File: src/rtl/rv_loader_pkg.sv
// Shared types and framing constants for the UART program loader.
// Imported by the byte fetcher and the loader top.
package rv_loader_pkg;

    typedef enum logic [3:0] {
        IDLE,
        SYNC,
        LEN0,
        LEN1,
        DATA,
        WRITE,
        CSUM,
        ACK,
        DONE
    } loader_state_t;

    localparam logic [7:0] LOADER_SYNC = 8'hA5;
    localparam logic [7:0] LOADER_ACK  = 8'h06;
    localparam logic [7:0] LOADER_NAK  = 8'h15;

    // States that consume a byte from the RX FIFO
    function automatic logic wants_byte(input loader_state_t s);
        return (s == SYNC) || (s == LEN0) || (s == LEN1) || (s == DATA) || (s == CSUM);
    endfunction

    // States covered by the inter-byte timeout (SYNC may wait forever)
    function automatic logic timed_state(input loader_state_t s);
        return (s == LEN0) || (s == LEN1) || (s == DATA) || (s == WRITE) || (s == CSUM);
    endfunction

endpackage

File: src/rtl/loader_byte_fetch.sv
// RX FIFO pop pacing, byte hand-off and inter-byte timeout for the program loader.
// Pops are never back-to-back, so the FIFO head has a full cycle to update.
module loader_byte_fetch
    import rv_loader_pkg::*;
#(
    parameter int TIMEOUT_CYCLES = 50_000_000
) (
    input  logic       clk,
    input  logic       Rst,
    input  logic       want,
    input  logic       rx_data_present,
    input  logic [7:0] uart_dout,
    input  logic       tmr_clr,
    input  logic       tmr_run,
    output logic       rx_ren,
    output logic       byte_vld,
    output logic [7:0] byte_data,
    output logic       timeout
);

    localparam int             CW   = $clog2(TIMEOUT_CYCLES + 1);
    localparam logic [CW-1:0]  TLIM = CW'(TIMEOUT_CYCLES - 1);

    logic          ren_q;
    logic [CW-1:0] cnt_q;

    assign rx_ren    = want && rx_data_present && !ren_q;
    assign byte_vld  = rx_ren;
    assign byte_data = uart_dout;

    // cnt_q counts cycles since the last pop, the pop cycle itself being 1;
    // the FSM leaves on the edge at which the count reaches TIMEOUT_CYCLES.
    assign timeout = tmr_run && (cnt_q >= TLIM);

    always_ff @(posedge clk or posedge Rst) begin
        if (Rst) begin
            ren_q <= 1'b0;
            cnt_q <= '0;
        end else begin
            ren_q <= rx_ren;
            if (tmr_clr)
                cnt_q <= '0;
            else if (rx_ren)
                cnt_q <= CW'(1);
            else if (tmr_run && (cnt_q < TLIM))
                cnt_q <= cnt_q + CW'(1);
        end
    end

endmodule

File: src/rtl/uart_prog_loader.sv
// Framed UART-to-instruction-memory loader: sync, 16-bit word count, LE words, XOR checksum,
// answered with ACK/NAK. Writes already issued are kept even when the frame is rejected.
module uart_prog_loader
    import rv_loader_pkg::*;
#(
    parameter logic [31:0] BASE_ADDR      = 32'h0000_0000,
    parameter int          MAX_WORDS      = 4096,
    parameter int          TIMEOUT_CYCLES = 50_000_000
) (
    input  logic        clk,
    input  logic        Rst,
    input  logic        prog,
    input  logic [7:0]  uart_dout,
    input  logic        rx_data_present,
    output logic        rx_ren,
    input  logic        tx_full,
    output logic        tx_wen,
    output logic [7:0]  uart_din,
    output logic        imem_prog_ena,
    output logic        imem_en,
    output logic [31:0] imem_addr,
    output logic [31:0] imem_din,
    output logic        busy,
    output logic        done,
    output logic        err
);

    localparam logic [16:0] MAX_N = 17'(MAX_WORDS);

    loader_state_t state_q, state_d;
    logic          prog_q;
    logic          done_q, done_d, err_q, err_d;
    logic [7:0]    code_q, code_d;
    logic [15:0]   widx_q, n_q, n_rx;
    logic [1:0]    bc_q;
    logic [7:0]    len_lo_q, xor_q;
    logic [31:0]   word_q;
    logic          sess_clr, word_last, accept, reject;
    logic          want, tmr_run, byte_vld, timeout;
    logic [7:0]    byte_data;

    assign want    = prog && wants_byte(state_q);
    assign tmr_run = timed_state(state_q);
    assign n_rx    = {byte_data, len_lo_q};

    loader_byte_fetch #(
        .TIMEOUT_CYCLES (TIMEOUT_CYCLES)
    ) u_fetch (
        .clk             (clk),
        .Rst             (Rst),
        .want            (want),
        .rx_data_present (rx_data_present),
        .uart_dout       (uart_dout),
        .tmr_clr         (sess_clr),
        .tmr_run         (tmr_run),
        .rx_ren          (rx_ren),
        .byte_vld        (byte_vld),
        .byte_data       (byte_data),
        .timeout         (timeout)
    );

    // Strobes are gated by prog so an abort cycle never issues a write or a TX push
    assign imem_prog_ena = prog && (state_q == WRITE);
    assign imem_en       = imem_prog_ena;
    assign tx_wen        = prog && (state_q == ACK) && !tx_full;
    assign uart_din      = code_q;
    assign busy          = (state_q != IDLE) && (state_q != DONE);
    assign done          = done_q;
    assign err           = err_q;

    always_comb begin
        state_d   = state_q;
        done_d    = done_q;
        err_d     = err_q;
        code_d    = code_q;
        sess_clr  = 1'b0;
        word_last = 1'b0;
        accept    = 1'b0;
        reject    = 1'b0;
        if (state_q == IDLE) begin
            if (prog && !prog_q) begin
                state_d  = SYNC;
                done_d   = 1'b0;
                err_d    = 1'b0;
                sess_clr = 1'b1;
            end
        end else if (state_q == DONE) begin
            if (!prog)
                state_d = IDLE;
        end else if (!prog) begin
            state_d = IDLE;
            done_d  = 1'b0;
            err_d   = 1'b0;
        end else begin
            case (state_q)
                SYNC: begin
                    if (byte_vld && (byte_data == LOADER_SYNC))
                        state_d = LEN0;
                end
                LEN0: begin
                    if (byte_vld)
                        state_d = LEN1;
                    else if (timeout)
                        reject = 1'b1;
                end
                LEN1: begin
                    if (byte_vld) begin
                        if ({1'b0, n_rx} > MAX_N)
                            reject = 1'b1;
                        else if (n_rx == 16'd0)
                            state_d = CSUM;
                        else
                            state_d = DATA;
                    end else if (timeout) begin
                        reject = 1'b1;
                    end
                end
                DATA: begin
                    if (byte_vld) begin
                        if (bc_q == 2'd3) begin
                            state_d   = WRITE;
                            word_last = 1'b1;
                        end
                    end else if (timeout) begin
                        reject = 1'b1;
                    end
                end
                WRITE: begin
                    state_d = ((widx_q + 16'd1) == n_q) ? CSUM : DATA;
                end
                CSUM: begin
                    if (byte_vld) begin
                        if (byte_data == xor_q)
                            accept = 1'b1;
                        else
                            reject = 1'b1;
                    end else if (timeout) begin
                        reject = 1'b1;
                    end
                end
                ACK: begin
                    if (!tx_full)
                        state_d = DONE;
                end
                default: state_d = IDLE;
            endcase
            if (accept) begin
                state_d = ACK;
                code_d  = LOADER_ACK;
                done_d  = 1'b1;
            end
            if (reject) begin
                state_d = ACK;
                code_d  = LOADER_NAK;
                err_d   = 1'b1;
            end
        end
    end

    always_ff @(posedge clk or posedge Rst) begin
        if (Rst) begin
            state_q <= IDLE;
            prog_q  <= 1'b0;
            done_q  <= 1'b0;
            err_q   <= 1'b0;
            code_q  <= 8'h00;
            widx_q  <= 16'd0;
            bc_q    <= 2'd0;
        end else begin
            state_q <= state_d;
            prog_q  <= prog;
            done_q  <= done_d;
            err_q   <= err_d;
            code_q  <= code_d;
            if (sess_clr) begin
                widx_q <= 16'd0;
                bc_q   <= 2'd0;
            end else begin
                if (imem_prog_ena)
                    widx_q <= widx_q + 16'd1;
                if (byte_vld && (state_q == DATA))
                    bc_q <= bc_q + 2'd1;
            end
        end
    end

    // Word register, length and running XOR are always written before being read
    always_ff @(posedge clk) begin
        if (sess_clr)
            xor_q <= 8'h00;
        else if (byte_vld && (state_q == DATA))
            xor_q <= xor_q ^ byte_data;
        if (byte_vld && (state_q == DATA))
            word_q <= {byte_data, word_q[31:8]};
        if (byte_vld && (state_q == LEN0))
            len_lo_q <= byte_data;
        if (byte_vld && (state_q == LEN1))
            n_q <= n_rx;
    end

    // Address and data are loaded on the 4th-byte pop and then held for the WRITE cycle and beyond
    always_ff @(posedge clk or posedge Rst) begin
        if (Rst) begin
            imem_addr <= 32'h0000_0000;
            imem_din  <= 32'h0000_0000;
        end else if (word_last) begin
            imem_addr <= BASE_ADDR + {14'd0, widx_q, 2'b00};
            imem_din  <= {byte_data, word_q[31:8]};
        end
    end

endmodule

File: config.mk
export PLATFORM = sky130hd
export DESIGN_NAME = uart_prog_loader
export DESIGN_NICKNAME = d
export VERILOG_FILES = /design/src/rtl/rv_loader_pkg.sv /design/src/rtl/loader_byte_fetch.sv /design/src/rtl/uart_prog_loader.sv
export SDC_FILE = /design/constraint.sdc
export NUM_CORES = 1
export LEC_CHECK = 0
export BUFFER_PORTS_ARGS = -buffer_cell sky130_fd_sc_hd__buf_2
export CORE_AREA = 8 8 159 176
export DETAILED_ROUTE_END_ITERATION = 16
export DIE_AREA = 0 0 167 184
export PLACE_DENSITY = 0.57
export SLEW_MARGIN = 25
export SYNTH_ARGS = -nofsm -noshare
export SYNTH_HDL_FRONTEND = slang
export SYNTH_SLANG_ARGS = --single-unit
File: constraint.sdc
create_clock -name clk -period 4.85 [get_ports clk]
set_input_delay 0.2425 -clock clk [delete_from_list [all_inputs] [get_ports clk]]
set_output_delay 0.2425 -clock clk [all_outputs]
set_load 0.005 [all_outputs]
### After elaboration in Yosys (flattened, before gate mapping)

Cells that the tools add are included.
W data, S select, Z words.

| cells by class | value |
|---|---|
| equal/unequal tests | 26 |
| $add $sub $neg | 3 |
| mux-type cells | 59 |
| magnitude comparators | 3 |
| reduce and logical (&&, ||, !) cells | 37 |
| bitwise logic cells | 3 |

Operators with widths:

| kind | number |
|---|---|
| $mux W26 | 3 |
| $mux W4 | 14 |
| $mux W1 | 32 |
| $mux W16 | 2 |
| $pmux W4 S7 | 1 |
| $add A26 B1 Y26 const B | 1 |
| $ge A26 B26 Y1 const B | 1 |
| $lt A26 B26 Y1 const B | 1 |
| $ne A6 B5 Y1 const B | 4 |
| $add A16 B1 Y16 const B | 1 |
| $eq A16 B16 Y1 | 1 |
| $eq A4 B3 Y1 const B | 4 |
| $gt A16 B13 Y1 const B | 1 |
| $logic_not A16 Y1 | 1 |
| $mux W8 | 2 |
| $logic_and A1 B1 Y1 | 14 |
| $ne A6 B3 Y1 const B | 2 |
| $reduce_and A10 Y1 | 1 |
| $eq A4 B2 Y1 const B | 2 |
| $eq A8 B8 Y1 | 1 |
| $eq A8 B8 Y1 const B | 1 |
| $logic_or A1 B1 Y1 | 8 |
| $mux W2 | 4 |
| $xor A8 B8 Y8 | 1 |
| other kinds (21) | 28 |

| word-level totals | value |
|---|---|
| logic and storage cells | 146 |
| bits in registers | 172 |
| input port bits | 13 |

### Longest topological paths before layout

Gate-level depths: netlist of run 1.

| depth | value |
|---|---|
| depth in word-level cells | 18 |
| mapped depth | 10 |
| gate-level depth less buffers | 9 |

### By module

From an unflattened synthesis of run 1, not the netlist that was laid out.

| unflattened totals | value |
|---|---|
| cell total of the unflattened synthesis | 665 |
| area total of the unflattened synthesis | 7,627.3 um2 |

Modules (own cells, without submodules):

| module | cells each | times used | area an instance (um2) |
|---|---|---|---|
| uart_prog_loader | 479 | 1 | 5,935.7 |
| loader_byte_fetch | 186 | 1 | 1,691.6 |

### Least setup slack after synthesis of run 1

OpenSTA, ideal clock, no wires.

| timing | value |
|---|---|
| path type | register -> register |
| start point | reg state_q[3] |
| end point | reg xor_q[1] |
| buffers on the path | 2 |
| cell stages (with the launch flop) | 8 |
| path slack | 2.560 ns |
| library setup time | 0.128 ns |
| arrival time | 2.162 ns |
| path through | dfrtp_1 -> buf_2 -> nor2b_1 -> and3_1 -> clkbuf_1 -> nand2_1 -> xor2_1 -> nor2_1 |

| between the ends | value |
|---|---|
| word-level cells in the longest chain between the ends | 9 |

RTL lines:

| element | RTL line | text |
|---|---|---|
| from (decl) | uart_prog_loader.sv:30 | `loader_state_t state_q, state_d;` |
| from (signal assigned) | uart_prog_loader.sv:170 | `state_q <= state_d;` |
| $eq A4 B1 Y1 / $eq A4 B2 Y1 (equally long branches) | rv_loader_pkg.sv:23 | `return (s == SYNC) \|\| (s == LEN0) \|\| (s == LEN1) \|\| (s == DATA) \|\| (s == CSUM);` |
| $logic_or A1 B1 Y1 (4 in a row) | rv_loader_pkg.sv:23 |  |
| $logic_and A1 B1 Y1 | uart_prog_loader.sv:42 | `assign want = prog && wants_byte(state_q);` |
| $logic_and A1 B1 Y1 (2 in a row) | loader_byte_fetch.sv:27 | `assign rx_ren = want && rx_data_present && !ren_q;` |
| $logic_and A1 B1 Y1 | uart_prog_loader.sv:191 | `else if (byte_vld && (state_q == DATA))` |
| to (signal assigned) | uart_prog_loader.sv:192 | `xor_q <= xor_q ^ byte_data;` |
| to (decl) | uart_prog_loader.sv:36 | `logic [7:0] len_lo_q, xor_q;` |

Several ways; a longest one is shown, not always the timed one.
A chain may end at the register's enable or synchronous reset.

### Final worst setup path of run 1

| timing | value |
|---|---|
| start point | reg state_q[2] |
| end point | out tx_wen |

| between the ends | value |
|---|---|
| word-level cells in the longest chain between the ends | 3 |

RTL lines:

| element | RTL line | text |
|---|---|---|
| $eq A4 B3 Y1 | uart_prog_loader.sv:65 | `assign tx_wen = prog && (state_q == ACK) && !tx_full;` |
| $logic_and A1 B1 Y1 (2 in a row) | uart_prog_loader.sv:65 |  |
| to (decl) | uart_prog_loader.sv:17 | `output logic tx_wen,` |

Every way passes these cells.

==> impl_metrics.env, run 1 <==
export IMPL_status="finished, violations left"
export IMPL_violations="negative hold slack"
export IMPL_routed_via_count=4941
export IMPL_grt_pass1_wl_um=26900
export IMPL_syn_area_sq_um=7350
export IMPL_cts_tree="built"
export IMPL_skew_ns=0.0105
export IMPL_io_pins=92
export IMPL_cts_sinks=159
export IMPL_clk_latency_ns=0.43
export IMPL_required_ns=4.61
export IMPL_diodes=0
export IMPL_synth_cell_type_count=69
export IMPL_slew_violations=0
export IMPL_async_flop_share=0.648
export IMPL_ant_nets=0
export IMPL_coreArea_sq_um=25000
export IMPL_ys_flop_type="dfrtp_1"
export IMPL_worstSetupStartpointType="flop"
export IMPL_power_total_mw=3.26
export IMPL_synth_edf_count=48
export IMPL_finalWirelength_um=16300
export IMPL_cts_buffer_depth=2
export IMPL_r2r_start="state_q[2]$_DFFE_PP0P_"
export IMPL_setup_tns_ns=0
export IMPL_rows=61
export IMPL_hold_class="in -> async"
export IMPL_critPathLaunch="state_q[2]$_DFFE_PP0P_"
export IMPL_ctsHoldBuffers=0
export IMPL_worstSetupPathType="reg -> out"
export IMPL_critPathMaxFanout=16
export IMPL_post_cts_resized=0
export IMPL_layout_common_cells="103 x dfrtp_1, 71 x buf_2, 59 x nand2_1"
export IMPL_ys_warn_count=0
export IMPL_drcViolationCount=0
export IMPL_endpoint_kind="primary output"
export IMPL_utilization=0.340
export IMPL_fin_crit_sh=0.651
export IMPL_htreeDepth=4
export IMPL_fin_ws_ns=1.69
export IMPL_drive_gt1_frac=0.236
export IMPL_dp_hpwl_um=11600
export IMPL_routedWlPerCell_um=15.7
export IMPL_worstPathCellList="nor3_2, inv_2, nand4_1, nor3_1, o21ai_0, o221a_4, nor3b_2, buf_2"
export IMPL_cts_buffers_inserted=17
export IMPL_die_area_sq_um=30700
export IMPL_path_clk_slew_ns=0.06
export IMPL_synth_seq_cells=159
export IMPL_fin_hold_ws_ns=-0.0271
export IMPL_area_growth_pct=15.6
export IMPL_gp_congestion=0.820
export IMPL_synthCells=644
export IMPL_rsz0062_at_grt="false"
export IMPL_cts_root_buffer="clkbuf_16"
export IMPL_overflow=0
export IMPL_cts_setup_buffers=0
export IMPL_hold_violations=20
export IMPL_die_x_um=167
export IMPL_via_per_inst=4.75
export IMPL_nets=728
export IMPL_clock_fmax_mhz=317
export IMPL_drv_cap=0
export IMPL_grt_pass1_vias=4945
export IMPL_die_h_um=184
export IMPL_power_leakage_nw=3.68
export IMPL_crit_arrival_ns=2.92
export IMPL_numPortBuffers=71
export IMPL_setup_viol=0
export IMPL_ys_seq_area_frac=0.569
export IMPL_dpl_worst_slack_ns=1.85
export IMPL_slew_headroom=0.405
export IMPL_firstDrtPassIters=4
export IMPL_grt_use_total=0.111
export IMPL_final_common_cell="dfrtp_1"
export IMPL_tightest_slew_ns=0.890
export IMPL_fin_crit_ns=3.16
export IMPL_grt_max_degree=63
export IMPL_max_stage_delay_ns=0.68
export IMPL_drt_initial_drc_count=357
export IMPL_antenna_found_initial=1
export IMPL_initial_utilization=0.294
export IMPL_irDropWorstVdd_mv=0.209
export IMPL_power_density_nw_per_um2=384
export IMPL_syn_avg_cell_area_sq_um=11.4
export IMPL_cpMaxStageDelayCell="dfrtp_1"
[registers in the layout, indices dropped and copies added, names as in the netlist, 8 cells and up]
register,flops
xor_q,8
imem_addr,16
word_q,24
n_q,16
u_fetch.cnt_q,26
len_lo_q,8
imem_din,32
widx_q,16
[layer usage]
metal  routed length (um)  share of wire  track usage
met2                 8000           0.49        0.182
met3                  801          0.049       0.0335
met1                 7200           0.44        0.135
met5                    8        0.00049            0
met4                  333          0.020       0.0429
[kinds of logic after synthesis]
family / Yosys count / share of synthesized area
simple gates: 215 / 0.148
mux: 48 / 0.0731
flops: 159 / 0.569
fa+ha+maj: 4 / 0.00647
buf+inv: 65 / 0.0477
xor+xnor: 61 / 0.0727
compound gates: 91 / 0.0826
other cells: 1 / 0.000510
[Yosys cell counts (all sizes together), types with 3 or more instances]
library cell  count  area share
dfrtp           103        0.35
nand2            61       0.032
nor2             55       0.028
edfxtp           48        0.20
mux2             45       0.069
xnor2            42       0.050
o21ai            39       0.027
buf              35       0.032
xor2             19       0.023
inv              18      0.0092
nand3            18       0.014
nor4             16       0.014
a21oi            15       0.010
nand4            15       0.014
nor3             14       0.011
clkbuf           12      0.0061
dfxtp             8       0.022
and3              6      0.0051
a211oi            5      0.0068
a31oi             5      0.0051
and2              5      0.0043
or3               5      0.0043
a21o              4      0.0041
and4              4      0.0051
nor2b             4      0.0034
ha                3      0.0051
mux2i             3      0.0041
[area by class of cell]
type / count / area (sq um)
fill: 2505 / 16500
sequential: 159 / 4180
multi-input combinational: 439 / 2900
clock buffer: 20 / 457
timing repair buffer: 77 / 400
tap: 315 / 394
clock inverter: 12 / 98.8
inverter: 18 / 70.1
[where the power goes]
part           internal, mW  switching, mW  total (mW)
Combinational         0.177          0.310       0.487
Sequential             1.44         0.0698        1.51
Clock                 0.696          0.573        1.27
Total                  2.31          0.953        3.26
[per-stage QoR]
stage	hold slack, ns	area (sq um)	cells
3_5_place_dp	0.433	7940	1008
2_1_floorplan	0.274	7420	663
6_report	-0.0271	8490	1040
5_1_grt	0.0393	8490	1040
3_3_place_gp	0.428	7930	1008
4_1_cts	0.0189	8490	1040
[worst paths after layout]
path,to,slack (ns),depth (start not counted)
setup / recovery,tx_wen,1.69,8
hold / removal,done$_DFFE_PP0P_,-0.03,2
setup reg to reg,widx_q[7]$_DFFE_PP0P_,1.85,7
hold reg to reg,word_q[18]$_DFFE_PP_,0.44,0
max in group asynchronous,widx_q[14]$_DFFE_PP0P_,3.82,3
min in group clk,prog_q$_DFF_PP0_,0.05,1
[critical path, delay by kind of cell, from the launching register on]
| family | cells | cell delay [ns] |
|---|---|---|
| buffers and inverters | 2 | 0.30 |
| DFF | 1 | 0.68 |
| and+or+nand+nor | 4 | 1.05 |
| AOI/OAI and AO/OA | 2 | 0.46 |
Power figures use the tool's default switching activity.
==> run 2, diff against run 1 <==
--- a/config.mk
+++ b/config.mk
@@ -5,11 +5,12 @@
 export SDC_FILE = /design/constraint.sdc
 export NUM_CORES = 1
 export LEC_CHECK = 0
+export ABC_AREA = 1
 export BUFFER_PORTS_ARGS = -buffer_cell sky130_fd_sc_hd__buf_2
-export CORE_AREA = 8 8 159 176
+export CORE_AREA = 8 8 161 178
 export DETAILED_ROUTE_END_ITERATION = 16
-export DIE_AREA = 0 0 167 184
-export PLACE_DENSITY = 0.57
+export DIE_AREA = 0 0 169 186
+export PLACE_DENSITY = 0.59
 export SLEW_MARGIN = 25
 export SYNTH_ARGS = -nofsm -noshare
 export SYNTH_HDL_FRONTEND = slang
==> constraint.sdc (replaced) <==
create_clock -name clk -period 2.8 [get_ports clk]
set_input_delay 0.14 -clock clk [delete_from_list [all_inputs] [get_ports clk]]
set_output_delay 0.14 -clock clk [all_outputs]
set_load 0.005 [all_outputs]
==> impl_metrics.env, run 2 <==
export IMPL_io_pins=92
export IMPL_fin_crit_ns=2.36
export IMPL_largest_reg_flops=32
export IMPL_cts_buffers_inserted=17
export IMPL_wl_met3_um=908
export IMPL_clock_fmax_mhz=424
export IMPL_nFillCells=2662
export IMPL_yosysMostFrequentCell="nand2_1"
export IMPL_fin_crit_sh=0.842
export IMPL_firstDrtPassIters=7
export IMPL_dpl_worst_slack_ns=0.411
export IMPL_setup_tns_ns=0
export IMPL_regToRegSetupSlack_ns=0.44
export IMPL_cts_root_buffer="clkbuf_16"
export IMPL_coreArea_sq_um=25800
export IMPL_ant_nets=0
export IMPL_cts_setup_buffers=0
export IMPL_yosysTopAreaCell="dfrtp_1"
export IMPL_status="finished clean"
export IMPL_wl_met1_um=7840
export IMPL_worstSetupPathType="reg -> reg"
export IMPL_ys_warn_count=0
export IMPL_worstSetupStartpointType="flop"
export IMPL_synthCells=818
export IMPL_die_x_um=169
export IMPL_yosys_top_cells_area="dfrtp_1 34%, edfxtp_1 19%, nand2_1 8.9%"
export IMPL_routedWlPerCell_um=13.9
export IMPL_drt_initial_drc_count=287
export IMPL_tightest_slew_ns=0.674
export IMPL_rows=62
export IMPL_drive_gt1_frac=0.196
export IMPL_drv_cap=0
export IMPL_overflow=0
export IMPL_ys_seq_area_frac=0.552
export IMPL_synth_seq_cells=159
export IMPL_top_layer="met4"
export IMPL_post_cts_resized=0
export IMPL_required_ns=3.11
export IMPL_grt_pass1_vias=5470
export IMPL_area_growth_pct=17.6
export IMPL_slew_violations=0
export IMPL_path_clk_slew_ns=0.07
export IMPL_ys_flop_type="dfrtp_1"
export IMPL_final_common_cell="nand2_1"
export IMPL_grt_pass1_wl_um=28400
export IMPL_synth_edf_count=48
export IMPL_numPortBuffers=71
export IMPL_die_h_um=186
export IMPL_htreeDepth=4
export IMPL_slew_headroom=0.551
export IMPL_cts_sinks=159
export IMPL_initial_utilization=0.294
export IMPL_synth_top_cell_area_share=0.340
export IMPL_irDropWorstVdd_mv=0.318
export IMPL_finalWirelength_um=17500
export IMPL_diodes=0
export IMPL_skew_ns=0.0110
export IMPL_async_flop_share=0.648
export IMPL_routed_via_count=5581
export IMPL_crit_arrival_ns=2.67
export IMPL_antenna_found_initial=0
export IMPL_drcViolationCount=0
export IMPL_nets=914
export IMPL_syn_avg_cell_area_sq_um=9.26
export IMPL_regArea_sq_um=4180
export IMPL_multiInputGateArea_sq_um=2870
export IMPL_layout_common_cells="180 x nand2_1, 103 x dfrtp_1, 88 x inv_1"
export IMPL_dp_hpwl_um=12700
export IMPL_top_register="imem_din"
export IMPL_die_area_sq_um=31400
export IMPL_cts_buffer_depth=2
export IMPL_grt_use_total=0.114
export IMPL_clk_latency_ns=0.43
export IMPL_grt_max_degree=104
export IMPL_gp_congestion=0.818
export IMPL_via_per_inst=4.42
export IMPL_power_density_nw_per_um2=645
export IMPL_syn_area_sq_um=7570
export IMPL_top_regs="imem_din x32, u_fetch.cnt_q x26, word_q x24"
export IMPL_met2RoutedLength_um=8550
export IMPL_fin_ws_ns=0.441
export IMPL_ctsHoldBuffers=2
export IMPL_ys_top_cells_by_count="180 x nand2_1, 103 x dfrtp_1, 89 x inv_1"
export IMPL_rsz0062_at_grt="false"
export IMPL_endpoint_kind="flop"
export IMPL_synth_cell_type_count=49
export IMPL_power_leakage_nw=4.01
export IMPL_hold_class="in -> reg"
export IMPL_cts_tree="built"
export IMPL_setup_viol=0
export IMPL_hold_violations=0
export IMPL_critPathMaxFanout=56
## run 2: changes by cell type after synthesis, moves of 7 or more
cell / before / now
nand3b_1: 2 / 10
nand2_1: 60 / 180
nor4_1: 15 / 1
xor2_1: 19 / 8
a31oi_1: 4 / 11
nor2_2: 0 / 10
o22ai_1: 2 / 10
xnor2_1: 42 / 5
inv_1: 17 / 89
mux2_2: 45 / 21
nor2_1: 55 / 78
nand2_2: 1 / 10
o21ai_0: 38 / 54
nand3_1: 17 / 32
## run 2: per-stage QoR
stage	area, sq um	utilization	hold WS, ns	total power, mW	cells
finish	8900	0.346	0.0125	5.75	1263
global route	8900	0.346	0.00197	6.05	1263
CTS	8900	0.346	0.00621	5.82	1263
detailed placement	8280	0.321	0.333	3.47	1229
global placement	8280	0.321	0.326	3.46	1229
floorplan	7650	-	0.171	3.26	837
## run 2: metal layers
metal / GRT usage / vias to the layer above
met5: 0 / -
met3: 0.0342 / 17
met1: 0.141 / 2645
met4: 0.0326 / 0
met2: 0.192 / 100
li1: - / 2819
## run 2: final cells by class
type / count / area share
Multi-Input combinational cell: 546 / 0.322
Timing Repair Buffer: 78 / 0.0492
Inverter: 96 / 0.0415
Clock inverter: 15 / 0.0205
Tap cell: 352 / 0.0495
Sequential cell: 159 / 0.469
Clock buffer: 17 / 0.0478
## run 2: cell families after synthesis
logic type               share of synthesized area
AND/OR/NAND/NOR                              0.232
flip-flops                                   0.552
buffers and inverters                       0.0795
AO/OA/AOI/OAI                               0.0805
multiplexers                                0.0357
XOR/XNOR                                    0.0150
adder cells (fa/ha/maj)                    0.00496
other                                     0.000495
## run 2: final timing paths
path | startpoint | endpoint | cells past startpoint
setup / recovery | state_q[3]$_DFFE_PP0P_ | imem_addr[6]$_DFFE_PP0P_ | 9
hold / removal | uart_dout[6] | word_q[30]$_DFFE_PP_ | 1
setup reg to reg | state_q[3]$_DFFE_PP0P_ | imem_addr[6]$_DFFE_PP0P_ | 9
hold reg to reg | word_q[25]$_DFFE_PP_ | word_q[17]$_DFFE_PP_ | 0
max in group asynchronous | Rst | imem_din[17]$_DFFE_PP0P_ | 4
min in group asynchronous | Rst | u_fetch.cnt_q[9]$_DFFE_PP0P_ | 4
## run 2: report_power, final
part / total (mW) / switching (mW) / internal (mW)
Sequential: 2.54 / 0.0723 / 2.47
Clock: 2.33 / 1.11 / 1.22
Combinational: 0.874 / 0.628 / 0.246
## run 2: critical path, stage by stage (launching register included)
cell and delay, ns:
dfrtp_1 0.44, nor2_2 0.22, nand2_2 0.14, nand3_2 0.12, nand2_4 0.09, inv_6 0.13
nand3_4 0.50, buf_4 0.42, nand2_1 0.07, o21ai_0 0.07
==> run 3, diff against run 2 <==
--- a/config.mk
+++ b/config.mk
@@ -5,12 +5,12 @@
 export SDC_FILE = /design/constraint.sdc
 export NUM_CORES = 1
 export LEC_CHECK = 0
-export ABC_AREA = 1
+export ABC_AREA = 0
 export BUFFER_PORTS_ARGS = -buffer_cell sky130_fd_sc_hd__buf_2
-export CORE_AREA = 8 8 161 178
+export CORE_AREA = 8 8 159 176
 export DETAILED_ROUTE_END_ITERATION = 16
-export DIE_AREA = 0 0 169 186
-export PLACE_DENSITY = 0.59
+export DIE_AREA = 0 0 167 184
+export PLACE_DENSITY = 0.57
 export SLEW_MARGIN = 25
 export SYNTH_ARGS = -nofsm -noshare
 export SYNTH_HDL_FRONTEND = slang
==> constraint.sdc (replaced) <==
create_clock -name clk -period 2.4 [get_ports clk]
set_input_delay 0.12 -clock clk [delete_from_list [all_inputs] [get_ports clk]]
set_output_delay 0.12 -clock clk [all_outputs]
set_load 0.005 [all_outputs]
==> impl_metrics.env, run 3 (synthesis gave the netlist of run 1 again) <==
export IMPL_status="finished, violations left"
export IMPL_top_regs="imem_din x32, u_fetch.cnt_q x26, word_q x24"
export IMPL_hold_class="in -> reg"
export IMPL_power_total_mw=6.62
export IMPL_cts_sinks=159
export IMPL_htreeDepth=4
export IMPL_routedWlPerCell_um=15.8
export IMPL_grt_use_total=0.114
export IMPL_drt_initial_drc_count=227
export IMPL_cts_buffers_inserted=17
export IMPL_dpl_worst_slack_ns=0.0745
export IMPL_clock_fmax_mhz=387
export IMPL_dp_hpwl_um=12200
export IMPL_area_growth_pct=20.2
export IMPL_cts_root_buffer="clkbuf_16"
export IMPL_coreArea_sq_um=25000
export IMPL_grt_pass1_vias=5111
export IMPL_fin_hold_ws_ns=0.0644
export IMPL_setup_viol=1
export IMPL_cts_buffer_depth=2
export IMPL_die_area_sq_um=30700
export IMPL_die_x_um=167
export IMPL_slew_headroom=0.532
export IMPL_power_density_nw_per_um2=750
export IMPL_diodes=0
export IMPL_ant_nets=0
export IMPL_rows=61
export IMPL_irDropWorstVdd_mv=0.405
export IMPL_fin_crit_ns=2.59
export IMPL_grt_pass1_wl_um=27800
export IMPL_via_per_inst=4.69
export IMPL_path_clk_slew_ns=0.07
export IMPL_drive_gt1_frac=0.280
export IMPL_clk_latency_ns=0.42
export IMPL_endpoint_kind="primary output"
export IMPL_final_common_cell="dfrtp_1"
export IMPL_top_register="imem_din"
export IMPL_die_h_um=184
export IMPL_nets=766
export IMPL_power_leakage_nw=3.87
export IMPL_critPathMaxFanout=5
export IMPL_antenna_found_initial=0
export IMPL_numPortBuffers=71
export IMPL_cts_tree="built"
export IMPL_layout_common_cells="100 x dfrtp_1, 71 x buf_2, 59 x nand2_1"
export IMPL_worstSetupStartpointType="flop"
export IMPL_violations="negative setup slack"
export IMPL_crit_arrival_ns=2.47
export IMPL_io_pins=92
export IMPL_routed_via_count=5051
export IMPL_hold_violations=0
export IMPL_utilization=0.354
export IMPL_drv_cap=0
export IMPL_grt_max_degree=53
export IMPL_fin_ws_ns=-0.185
export IMPL_tightest_slew_ns=0.702
export IMPL_gp_congestion=0.883
export IMPL_largest_reg_flops=32
export IMPL_slew_violations=0
export IMPL_worstSetupPathType="reg -> out"
export IMPL_required_ns=2.28
export IMPL_skew_ns=0.00861
export IMPL_overflow=0
export IMPL_setup_tns_ns=-0.185
export IMPL_initial_utilization=0.294
export IMPL_fin_crit_sh=1.08
export IMPL_firstDrtPassIters=4
export IMPL_nFillCells=2498
export IMPL_drcViolationCount=0
export IMPL_finalWirelength_um=17000
export IMPL_rsz0062_at_grt="true"
==> run 3: changes by cell type in the layout (fill, tap and decap cells not counted), moves of 11 or more <==
| cell | delta |
|---|---|
| xor2_1 | +11 |
| nor4_1 | +13 |
| inv_1 | -72 |
| nand3_1 | -15 |
| nor2_1 | -24 |
| mux2_2 | +24 |
| nand2_1 | -121 |
| buf_4 | +37 |
| o21ai_0 | -16 |
| xnor2_1 | +37 |
==> run 3: worst max-delay path: stages (launching register included) <==
cell and delay, ns:
dfrtp_1 0.43, or4_1 0.51, nor2_1 0.10, nand4b_1 0.14
a21o_1 0.22, o221a_4 0.30, nor3b_4 0.21, buf_2 0.15
==> run 3: final cells by class <==
cell class / instances / area [sq um] / share of cell area
Clock buffer: 18 / 429 / 0.0486
Sequential cell: 159 / 4180 / 0.474
Timing Repair Buffer: 115 / 716 / 0.0811
Clock inverter: 14 / 109 / 0.0123
Multi-Input combinational cell: 439 / 2930 / 0.331
Tap cell: 315 / 394 / 0.0446
Inverter: 18 / 71.3 / 0.00808
==> run 3: final timing paths <==
path,slack [ns],depth (start not counted),startpoint,endpoint
setup / recovery,-0.19,7,u_fetch.cnt_q[24]$_DFFE_PP0P_,tx_wen
hold / removal,0.06,1,uart_dout[1],word_q[25]$_DFFE_PP_
setup reg to reg,0.11,10,widx_q[1]$_DFFE_PP0P_,state_q[1]$_DFFE_PP0P_
hold reg to reg,0.44,0,len_lo_q[1]$_DFFE_PP_,n_q[1]$_DFFE_PP_
max in group asynchronous,1.44,4,Rst,imem_din[7]$_DFFE_PP0P_
min in group asynchronous,0.46,4,Rst,u_fetch.cnt_q[18]$_DFFE_PP0P_
==> run 3: metal layers <==
| metal | vias up | share of wire | track usage | wire length [um] |
|---|---|---|---|---|
| met2 | 97 | 0.51 | 0.194 | 8590 |
| li1 | 2450 | - | - | - |
| met1 | 2489 | 0.44 | 0.138 | 7470 |
| met3 | 15 | 0.043 | 0.0281 | 726 |
| met4 | 0 | 0.013 | 0.0397 | 214 |
| met5 | - | 0 | 0 | 0 |
==> run 3: power by group <==
part	total, mW	internal (mW)	switching, mW
clock network	2.49	1.34	1.15
registers	3.02	2.91	0.113
logic	1.11	0.417	0.694
total	6.62	4.66	1.95
==> run 3: what timing repair did <==
item,CTS,global route
buffers inserted,1,2
hold buffers,2,0
endpoints found under the setup margin,1,3
hold endpoints to repair,104,0
pin swaps,1,1
gates resized for setup,5,4
==> run 3: metrics by stage <==
stage | cell area (sq um) | instances
final | 8830 | 1078
after detailed placement | 8210 | 1041
after global placement | 8210 | 1041
after global routing | 8830 | 1078
after CTS | 8790 | 1076
after floorplan | 7420 | 663
